[src/rtl/corelet_pkg.sv]
// Shared definitions for the corelet tile sequencer: instruction-word bit
// positions and the sequencer state encoding.
package corelet_pkg;

  localparam int INST_W   = 35;
  localparam int LOAD     = 0;
  localparam int EXEC     = 1;
  localparam int L0_WR    = 2;
  localparam int L0_RD    = 3;
  localparam int OFIFO_RD = 6;
  localparam int ACC      = 33;
  localparam int MODE     = 34;

  typedef enum logic [3:0] {
    S_IDLE,
    S_W_L0,
    S_W_KLD,
    S_W_GAP,
    S_X_L0,
    S_X_EXE,
    S_DRAIN,
    S_ACC,
    S_DONE
  } state_t;

endpackage

[src/rtl/seq_rd_strobe.sv]
// SRAM read helper: address = base + running index while enabled, plus the
// matching data-valid strobe one cycle behind each read.
module seq_rd_strobe #(
  parameter int addr_bw = 11,
  parameter int idx_bw  = 8
) (
  input  logic               clk,
  input  logic               rst_n,
  input  logic               en,
  input  logic [addr_bw-1:0] base,
  output logic [addr_bw-1:0] addr,
  output logic               strb
);

  logic [idx_bw-1:0] idx_q;

  // The index restarts whenever reads pause, so every burst begins at base.
  always_ff @(posedge clk or negedge rst_n) begin
    if (!rst_n) begin
      idx_q <= '0;
      strb  <= 1'b0;
    end else begin
      idx_q <= en ? idx_q + idx_bw'(1) : '0;
      strb  <= en;
    end
  end

  assign addr = base + addr_bw'(idx_q);

endmodule

[src/rtl/corelet_seq.sv]
// Corelet tile sequencer: weight load, activation execute, psum drain and
// optional SFP accumulate, driving the corelet instruction word and SRAM pins.
//
// state   | meaning
// IDLE    | wait for start, latch tile configuration
// W_L0    | read row weight vectors from xmem into L0
// W_KLD   | shift weights from L0 into the MAC array
// W_GAP   | let weights settle through the array
// X_L0    | read T activation vectors from xmem into L0
// X_EXE   | stream activations through the array
// DRAIN   | move output FIFO rows into pmem, stalling on empty FIFO
// ACC     | replay psums from pmem through the SFP accumulators
// DONE    | one-cycle completion pulse
module corelet_seq
  import corelet_pkg::*;
#(
  parameter int row      = 8,
  parameter int col      = 8,
  parameter int xaddr_bw = 11,
  parameter int paddr_bw = 11,
  parameter int cnt_bw   = 8
) (
  input  logic                clk,
  input  logic                reset,
  input  logic                start,
  input  logic                mode_2b,
  input  logic                acc_en,
  input  logic [cnt_bw-1:0]   num_act,
  input  logic [xaddr_bw-1:0] w_base,
  input  logic [xaddr_bw-1:0] x_base,
  input  logic [paddr_bw-1:0] p_base,
  input  logic                ofifo_valid,
  output logic [INST_W-1:0]   inst,
  output logic                xmem_cen,
  output logic [xaddr_bw-1:0] xmem_addr,
  output logic                pmem_cen,
  output logic                pmem_wen,
  output logic [paddr_bw-1:0] pmem_addr,
  output logic                busy,
  output logic                done
);

  localparam int TW = cnt_bw + 1;
  localparam logic [TW-1:0] ROW_T  = TW'(row);
  localparam logic [TW-1:0] COL_T1 = TW'(col - 1);
  localparam logic [TW-1:0] GAP_T1 = TW'(row + col - 1);

  state_t              state_q, state_d;
  logic [TW-1:0]       tmr_q, tmr_d;
  logic                mode_q, acc_q;
  logic [cnt_bw-1:0]   num_q;
  logic [xaddr_bw-1:0] w_base_q, x_base_q;
  logic [paddr_bw-1:0] p_base_q;

  logic                tc, x_en, p_en, wr, x_strb, p_strb;
  logic [xaddr_bw-1:0] x_base_sel, x_addr;
  logic [paddr_bw-1:0] p_addr;
  logic [cnt_bw-1:0]   dr_idx;
  logic [TW-1:0]       t_ext;

  logic [INST_W-1:0]   inst_d;
  logic                xmem_cen_d, pmem_cen_d, pmem_wen_d, busy_d, done_d;
  logic [xaddr_bw-1:0] xmem_addr_d;
  logic [paddr_bw-1:0] pmem_addr_d;

  assign tc         = (tmr_q == '0);
  assign t_ext      = {1'b0, num_q};
  assign x_en       = ((state_q == S_W_L0) || (state_q == S_X_L0)) && !tc;
  assign p_en       = (state_q == S_ACC) && !tc;
  assign wr         = (state_q == S_DRAIN) && ofifo_valid;
  assign x_base_sel = (state_q == S_W_L0) ? w_base_q : x_base_q;
  // DRAIN counts rows remaining, so the write index is T minus that.
  assign dr_idx     = num_q - tmr_q[cnt_bw-1:0];

  seq_rd_strobe #(.addr_bw(xaddr_bw), .idx_bw(cnt_bw)) u_xrd (
    .clk   (clk),
    .rst_n (reset),
    .en    (x_en),
    .base  (x_base_sel),
    .addr  (x_addr),
    .strb  (x_strb)
  );

  seq_rd_strobe #(.addr_bw(paddr_bw), .idx_bw(cnt_bw)) u_prd (
    .clk   (clk),
    .rst_n (reset),
    .en    (p_en),
    .base  (p_base_q),
    .addr  (p_addr),
    .strb  (p_strb)
  );

  always_comb begin
    state_d = state_q;
    tmr_d   = tmr_q;
    if (!tc) tmr_d = tmr_q - TW'(1);
    unique case (state_q)
      S_IDLE: begin
        if (start) begin
          if (num_act == '0) begin
            state_d = S_DONE;
          end else begin
            state_d = S_W_L0;
            tmr_d   = ROW_T;
          end
        end
      end
      S_W_L0:  if (tc) begin state_d = S_W_KLD; tmr_d = COL_T1; end
      S_W_KLD: if (tc) begin state_d = S_W_GAP; tmr_d = GAP_T1; end
      S_W_GAP: if (tc) begin state_d = S_X_L0;  tmr_d = t_ext; end
      S_X_L0:  if (tc) begin state_d = S_X_EXE; tmr_d = t_ext - TW'(1); end
      S_X_EXE: if (tc) begin state_d = S_DRAIN; tmr_d = t_ext; end
      S_DRAIN: begin
        tmr_d = tmr_q;
        if (ofifo_valid) begin
          tmr_d = tmr_q - TW'(1);
          if (tmr_q == TW'(1)) begin
            state_d = acc_q ? S_ACC : S_DONE;
            tmr_d   = acc_q ? t_ext : '0;
          end
        end
      end
      S_ACC:   if (tc) state_d = S_DONE;
      S_DONE:  state_d = S_IDLE;
      default: begin
        state_d = S_IDLE;
        tmr_d   = '0;
      end
    endcase

    inst_d           = '0;
    inst_d[MODE]     = mode_q && (state_q != S_IDLE) && (state_q != S_DONE);
    inst_d[LOAD]     = (state_q == S_W_KLD);
    inst_d[L0_RD]    = (state_q == S_W_KLD) || (state_q == S_X_EXE);
    inst_d[EXEC]     = (state_q == S_X_EXE);
    inst_d[L0_WR]    = x_strb;
    inst_d[OFIFO_RD] = wr;
    inst_d[ACC]      = p_strb;

    xmem_cen_d  = !x_en;
    xmem_addr_d = x_en ? x_addr : '0;
    pmem_cen_d  = !(wr || p_en);
    pmem_wen_d  = !wr;
    pmem_addr_d = '0;
    if (wr)        pmem_addr_d = p_base_q + paddr_bw'(dr_idx);
    else if (p_en) pmem_addr_d = p_addr;
    busy_d = (state_q != S_IDLE);
    done_d = (state_q == S_DONE);
  end

  always_ff @(posedge clk or negedge reset) begin
    if (!reset) begin
      state_q   <= S_IDLE;
      tmr_q     <= '0;
      mode_q    <= 1'b0;
      acc_q     <= 1'b0;
      num_q     <= '0;
      w_base_q  <= '0;
      x_base_q  <= '0;
      p_base_q  <= '0;
      inst      <= '0;
      xmem_cen  <= 1'b1;
      xmem_addr <= '0;
      pmem_cen  <= 1'b1;
      pmem_wen  <= 1'b1;
      pmem_addr <= '0;
      busy      <= 1'b0;
      done      <= 1'b0;
    end else begin
      state_q <= state_d;
      tmr_q   <= tmr_d;
      if ((state_q == S_IDLE) && start) begin
        mode_q   <= mode_2b;
        acc_q    <= acc_en;
        num_q    <= num_act;
        w_base_q <= w_base;
        x_base_q <= x_base;
        p_base_q <= p_base;
      end
      inst      <= inst_d;
      xmem_cen  <= xmem_cen_d;
      xmem_addr <= xmem_addr_d;
      pmem_cen  <= pmem_cen_d;
      pmem_wen  <= pmem_wen_d;
      pmem_addr <= pmem_addr_d;
      busy      <= busy_d;
      done      <= done_d;
    end
  end

endmodule

[config.mk]
export PLATFORM = sky130hd
export DESIGN_NAME = corelet_seq
export DESIGN_NICKNAME = d
export VERILOG_FILES = /design/src/rtl/corelet_pkg.sv /design/src/rtl/seq_rd_strobe.sv /design/src/rtl/corelet_seq.sv
export SDC_FILE = /design/constraint.sdc
export NUM_CORES = 1
export LEC_CHECK = 0
export CAP_MARGIN = 20
export CORE_AREA = 8 8 122 124
export DETAILED_ROUTE_END_ITERATION = 6
export DIE_AREA = 0 0 130 132
export PLACE_DENSITY = 0.8
export SETUP_SLACK_MARGIN = 0.05
export SYNTH_ARGS = -nofsm -noshare
export SYNTH_HDL_FRONTEND = slang
export SYNTH_HIERARCHICAL = 1
export SYNTH_SLANG_ARGS = --single-unit
[constraint.sdc]
create_clock -name clk -period 3.4 [get_ports clk]
set_input_delay 0.68 -clock clk [delete_from_list [all_inputs] [get_ports clk]]
set_output_delay 0.68 -clock clk [all_outputs]
set_load 0.02 [all_outputs]
==> report_table.html, run 1 <==
<table>
<tr><th>Metric</th><th>Value</th></tr>
<tr><th colspan="2">Synth</th></tr>
<tr><td>Number of synthesized flops with an enable pin</td><td>0</td></tr>
<tr><td>Yosys cell types</td><td>between 70 and 80</td></tr>
<tr><td>Share of synthesized flip-flops with an asynchronous set or reset</td><td>100%</td></tr>
<tr><td>Count of state elements after synthesis</td><td>108</td></tr>
<tr><td>Share of the yosys chip area belonging to registers</td><td>39.0%</td></tr>
<tr><td>Post-Syn Area</td><td>approximately 6900 µm²</td></tr>
<tr><td>Yosys Warn Count</td><td>6</td></tr>
<tr><td>Cell count after synthesis</td><td>between 700 and 800</td></tr>
<tr><td>Mean instance size in the synthesized netlist</td><td>just under 10 µm²</td></tr>
<tr><td>Post-synth top flop</td><td>dfrtp_1</td></tr>
<tr><th colspan="2">Final layout</th></tr>
<tr><td>Layout overhead on the synthesized area</td><td>18.3%</td></tr>
<tr><td>Inserted Diodes</td><td>0</td></tr>
<tr><td>Non-Filler Instances</td><td>around 970</td></tr>
<tr><td>Most frequent cells in the layout</td><td>dfrtp_1, clkdlybuf4s50_1, mux2_2</td></tr>
<tr><td>Most common cell after layout, fill and taps aside</td><td>dfrtp_1</td></tr>
<tr><td>Cell area after layout</td><td>8220 µm²</td></tr>
<tr><td>Fraction of final layout cells sized beyond drive strength 1</td><td>14.8%</td></tr>
<tr><td>Number of nets in the finished design</td><td>slightly below 900</td></tr>
<tr><th colspan="2">Routing</th></tr>
<tr><td>Count of vias placed by the detailed router</td><td>roughly 5500</td></tr>
<tr><td>DRC violation count after routing</td><td>0</td></tr>
<tr><td>Residual antenna-violating net count after detailed routing</td><td>0</td></tr>
<tr><td>Detailed Route WL</td><td>~17 mm</td></tr>
<tr><td>Number of detailed-routing iterations run before antenna repair</td><td>5</td></tr>
<tr><td>Via density</td><td>approximately 5.7</td></tr>
<tr><td>Routed len/inst</td><td>about 18 µm</td></tr>
<tr><td>Iter 0 DRT Violations</td><td>~520</td></tr>
<tr><th colspan="2">Critical path</th></tr>
<tr><td>WS Path Type</td><td>reg2reg</td></tr>
<tr><td>CP Data Required Time</td><td>about 3.6 ns</td></tr>
<tr><td>Count of cell instances traversed by the critical path</td><td>14</td></tr>
<tr><td>Worst reg2reg path depth</td><td>14</td></tr>
<tr><td>Origin of the worst setup path</td><td>num_q[0]$_DFFE_PN0P_</td></tr>
<tr><td>Number of buffer and inverter stages on the critical path</td><td>3</td></tr>
<tr><td>Worst R2R Setup Slack</td><td>0.26 ns</td></tr>
<tr><td>Most common cell type on the critical path</td><td>ha_1</td></tr>
<tr><td>Worst setup path endpoint</td><td>pmem_addr[7]$_DFF_PN0_</td></tr>
<tr><td>Nature of the critical path startpoint</td><td>register</td></tr>
<tr><td>Worst flop-to-flop path endpoint</td><td>pmem_addr[7]$_DFF_PN0_</td></tr>
<tr><td>Reg2reg start</td><td>num_q[0]$_DFFE_PN0P_</td></tr>
<tr><td>Cell-by-cell trace of the critical path</td><td>inv_2 &gt; ha_1 &gt; inv_1 &gt; fa_1 &gt; a21o_1 &gt; a21oi_2 &gt; xnor2_1 &gt; ha_1 &gt; nand3_1 &gt; o211ai_1 &gt; o41ai_2 &gt; buf_4 &gt; xor2_1 &gt; o21ai_0</td></tr>
<tr><td>Category of the worst setup path capture point</td><td>register</td></tr>
<tr><td>Top fanout value on the critical path</td><td>6</td></tr>
<tr><td>Arrival time worst endpoint</td><td>around 3.4 ns</td></tr>
<tr><td>Slowest cell on crit path</td><td>dfrtp_1</td></tr>
<tr><td>Slowest stage delay, CP</td><td>roughly 0.45 ns</td></tr>
<tr><td>Top cell family by delay on the critical path</td><td>compound AO/OA/AOI/OAI gates</td></tr>
<tr><th colspan="2">Place</th></tr>
<tr><td>Area after DPL</td><td>around 7900 µm²</td></tr>
<tr><td>Count of input and output buffers</td><td>80</td></tr>
<tr><td>DP HPWL</td><td>approximately 13 mm</td></tr>
<tr><td>GP Congestion</td><td>about 0.88</td></tr>
<tr><td>Total instance count after detailed placement</td><td>952</td></tr>
<tr><th colspan="2">Floorplanning</th></tr>
<tr><td>Number of top-level pins</td><td>approximately 110</td></tr>
<tr><td>DIE HEIGHT</td><td>about 130 µm</td></tr>
<tr><td>Initial Utilization</td><td>between 50 and 60%</td></tr>
<tr><td>Rows</td><td>42</td></tr>
<tr><td>CORE AREA</td><td>approximately 13000 µm²</td></tr>
<tr><td>Die outline area</td><td>17200 µm²</td></tr>
<tr><td>Overall die width</td><td>130 µm</td></tr>
<tr><th colspan="2">Clocking</th></tr>
<tr><td>Clk root buf</td><td>clkbuf_16</td></tr>
<tr><td>CTS clk-pin slew, worst paths</td><td>approximately 0.080 ns</td></tr>
<tr><td>Number of buffers added by the clock tree synthesis step</td><td>9</td></tr>
<tr><td>TritonCTS clock tree</td><td>built</td></tr>
<tr><td>Worst-Skew Late Latency</td><td>between 0.3 and 0.4 ns</td></tr>
<tr><td>Clock Sink Count</td><td>between 100 and 150</td></tr>
<tr><td># hold bufs at CTS</td><td>0</td></tr>
<tr><td>H-Tree Depth</td><td>3</td></tr>
<tr><td>Number of buffers on the longest clock path</td><td>2</td></tr>
<tr><th colspan="2">Pwr</th></tr>
<tr><td>Worst vdd ir</td><td>approximately 0.00054 V</td></tr>
<tr><td>Areal power density over the cells</td><td>a little over 1000 nW/µm²</td></tr>
<tr><td>Overall Power</td><td>8.49 mW</td></tr>
<tr><td>Pleak</td><td>approximately 3.6 nW</td></tr>
<tr><th colspan="2">STA</th></tr>
<tr><td>Crit share post-route</td><td>between 90% and 100%</td></tr>
<tr><td>Sum of negative setup slack</td><td>0 ns</td></tr>
<tr><td>Tightest Pin Transition</td><td>between 0.6 and 0.7 ns</td></tr>
<tr><td>Max_slew headroom</td><td>56.1%</td></tr>
<tr><td>Hold_ws</td><td>approximately 0.35 ns</td></tr>
<tr><td>Unrepaired setup endpoints after global routing</td><td>false</td></tr>
<tr><td>Maximum clock rate</td><td>between 0.3 and 0.4 GHz</td></tr>
<tr><td>Final hold vios</td><td>0</td></tr>
<tr><td>Final worst path period need</td><td>roughly 3.1 ns</td></tr>
<tr><td>Maximum clock skew at final layout</td><td>roughly 0.010 ns</td></tr>
<tr><td>Final setup violating endpoints</td><td>0</td></tr>
<tr><td>Pins Over Slew Limit</td><td>0</td></tr>
<tr><th colspan="2">Worst hold path</th></tr>
<tr><td>Worst min-delay path class</td><td>in2async</td></tr>
<tr><th colspan="2">Global route</th></tr>
<tr><td>Vias in the first global route</td><td>between 5000 and 6000</td></tr>
<tr><td>Initial antenna violation count</td><td>0</td></tr>
<tr><td>First-pass GRT wire length</td><td>between 20 and 30 mm</td></tr>
<tr><td>Remaining global-route overflow</td><td>0</td></tr>
<tr><td>Pin count of the biggest net entering global routing</td><td>between 50 and 60</td></tr>
<tr><td>Global-route usage over all layers</td><td>21.1%</td></tr>
<tr><th colspan="2">Job</th></tr>
<tr><td>Max-cap violations</td><td>0</td></tr>
<tr><th colspan="2">Status</th></tr>
<tr><td>Status</td><td>complete, no violations</td></tr>
</table>
## how the worst min path moves through the flow
stage,startpoint,slack (ns),endpoint,cells after the start
2_1_floorplan,u_xrd/strb$_DFF_PN0_,0.33,inst[2]$_DFF_PN0_,0
3_3_place_gp,u_xrd/strb$_DFF_PN0_,0.34,inst[2]$_DFF_PN0_,0
3_5_place_dp,u_xrd/strb$_DFF_PN0_,0.34,inst[2]$_DFF_PN0_,0
4_1_cts,u_xrd/strb$_DFF_PN0_,0.36,inst[2]$_DFF_PN0_,0
5_1_grt,u_xrd/strb$_DFF_PN0_,0.37,inst[2]$_DFF_PN0_,0
6_report,reset,0.35,num_q[6]$_DFFE_PN0P_,1
## registers in the layout, summed over array words and instances (netlist names), 4 cells and up
name and flops:
inst 7, num_q 8, p_base_q 11, pmem_addr 11
state_q 4, tmr_q 9, u_prd/idx_q 8, u_xrd/idx_q 8
w_base_q 11, x_base_q 11, xmem_addr 11
## worst reg2reg max path, stage by stage (launching register included)
cell	delay (ns)
dfrtp_1	0.45
inv_2	0.11
ha_1	0.14
inv_1	0.06
fa_1	0.41
a21o_1	0.19
a21oi_2	0.17
xnor2_1	0.16
ha_1	0.29
nand3_1	0.09
o211ai_1	0.12
o41ai_2	0.40
buf_4	0.18
xor2_1	0.14
o21ai_0	0.09
## cell type report
cell class / count / area, µm²
clock inverter: 6 / 62.6
tap: 176 / 220
multi-input combinational: 541 / 3940
inverter: 32 / 120
timing repair buffer: 96 / 931
clock buffer: 10 / 239
sequential: 108 / 2710
fill: 1049 / 4760
## routing by layer
layer	wire [µm]	GRT usage [%]	part of all wire [%]
met1	7590	27.1	44
met2	8440	34.0	49
met3	936	3.92	5.4
met4	429	8.72	2.5
met5	0	0	0
## synth_stat cells (11+ instances only)
master,count,area share [%]
nor3_1,19,1.4
inv_1,32,1.7
buf_4,29,3.1
and2_1,30,2.7
ha_1,40,7.2
nand3_1,22,1.6
clkbuf_1,11,0.59
dfrtp_1,105,38
a21oi_1,43,3.1
nand2_1,44,2.4
o21ai_0,41,3.0
xor2_1,19,2.4
xnor2_1,31,3.9
mux2_2,54,8.8
nor2_1,38,2.1
nor2b_1,12,1.1
## cells by family (layout without fill, tap and decap cells)
logic type | count (synthesis) | count (layout) | synth area share (%)
AOI/OAI and AO/OA | 149 | 149 | 14.2
xor gates and xnor gates | 50 | 50 | 6.31
adders and majority gates | 44 | 44 | 8.36
buffers and inverters | 82 | 144 | 6.16
DFF | 108 | 108 | 39.0
muxes | 56 | 56 | 9.05
other | 1 | 28 | 0.0540
and+or+nand+nor | 214 | 214 | 16.8
## where the power goes
part	switching [mW]	internal, mW
Sequential	0.414	1.74
Clock	0.525	0.540
Combinational	2.82	2.44
Total	3.76	4.73
## stage by stage
| step | setup slack, ns | utilization [%] |
|---|---|---|
| finish | 0.257 | 63.3 |
| detailed placement | 0.135 | 60.8 |
| floorplan | 0.450 | - |
| global placement | 0.291 | 60.8 |
| global route | 0.0305 | 63.3 |
| CTS | 0.0812 | 63.1 |
## timing repair
item                       CTS  global route
setup buffers                0             1
resized for setup            0             5
setup endpoints to repair    0             3
(Power assumes the default switching activity.)
==> inputs of run 2 (changes only) <==
- SKIP_CTS_REPAIR_TIMING: unset -> 1
==> results of run 2 <==
The final DEF is identical to that of run 1; final timing and power are the same.
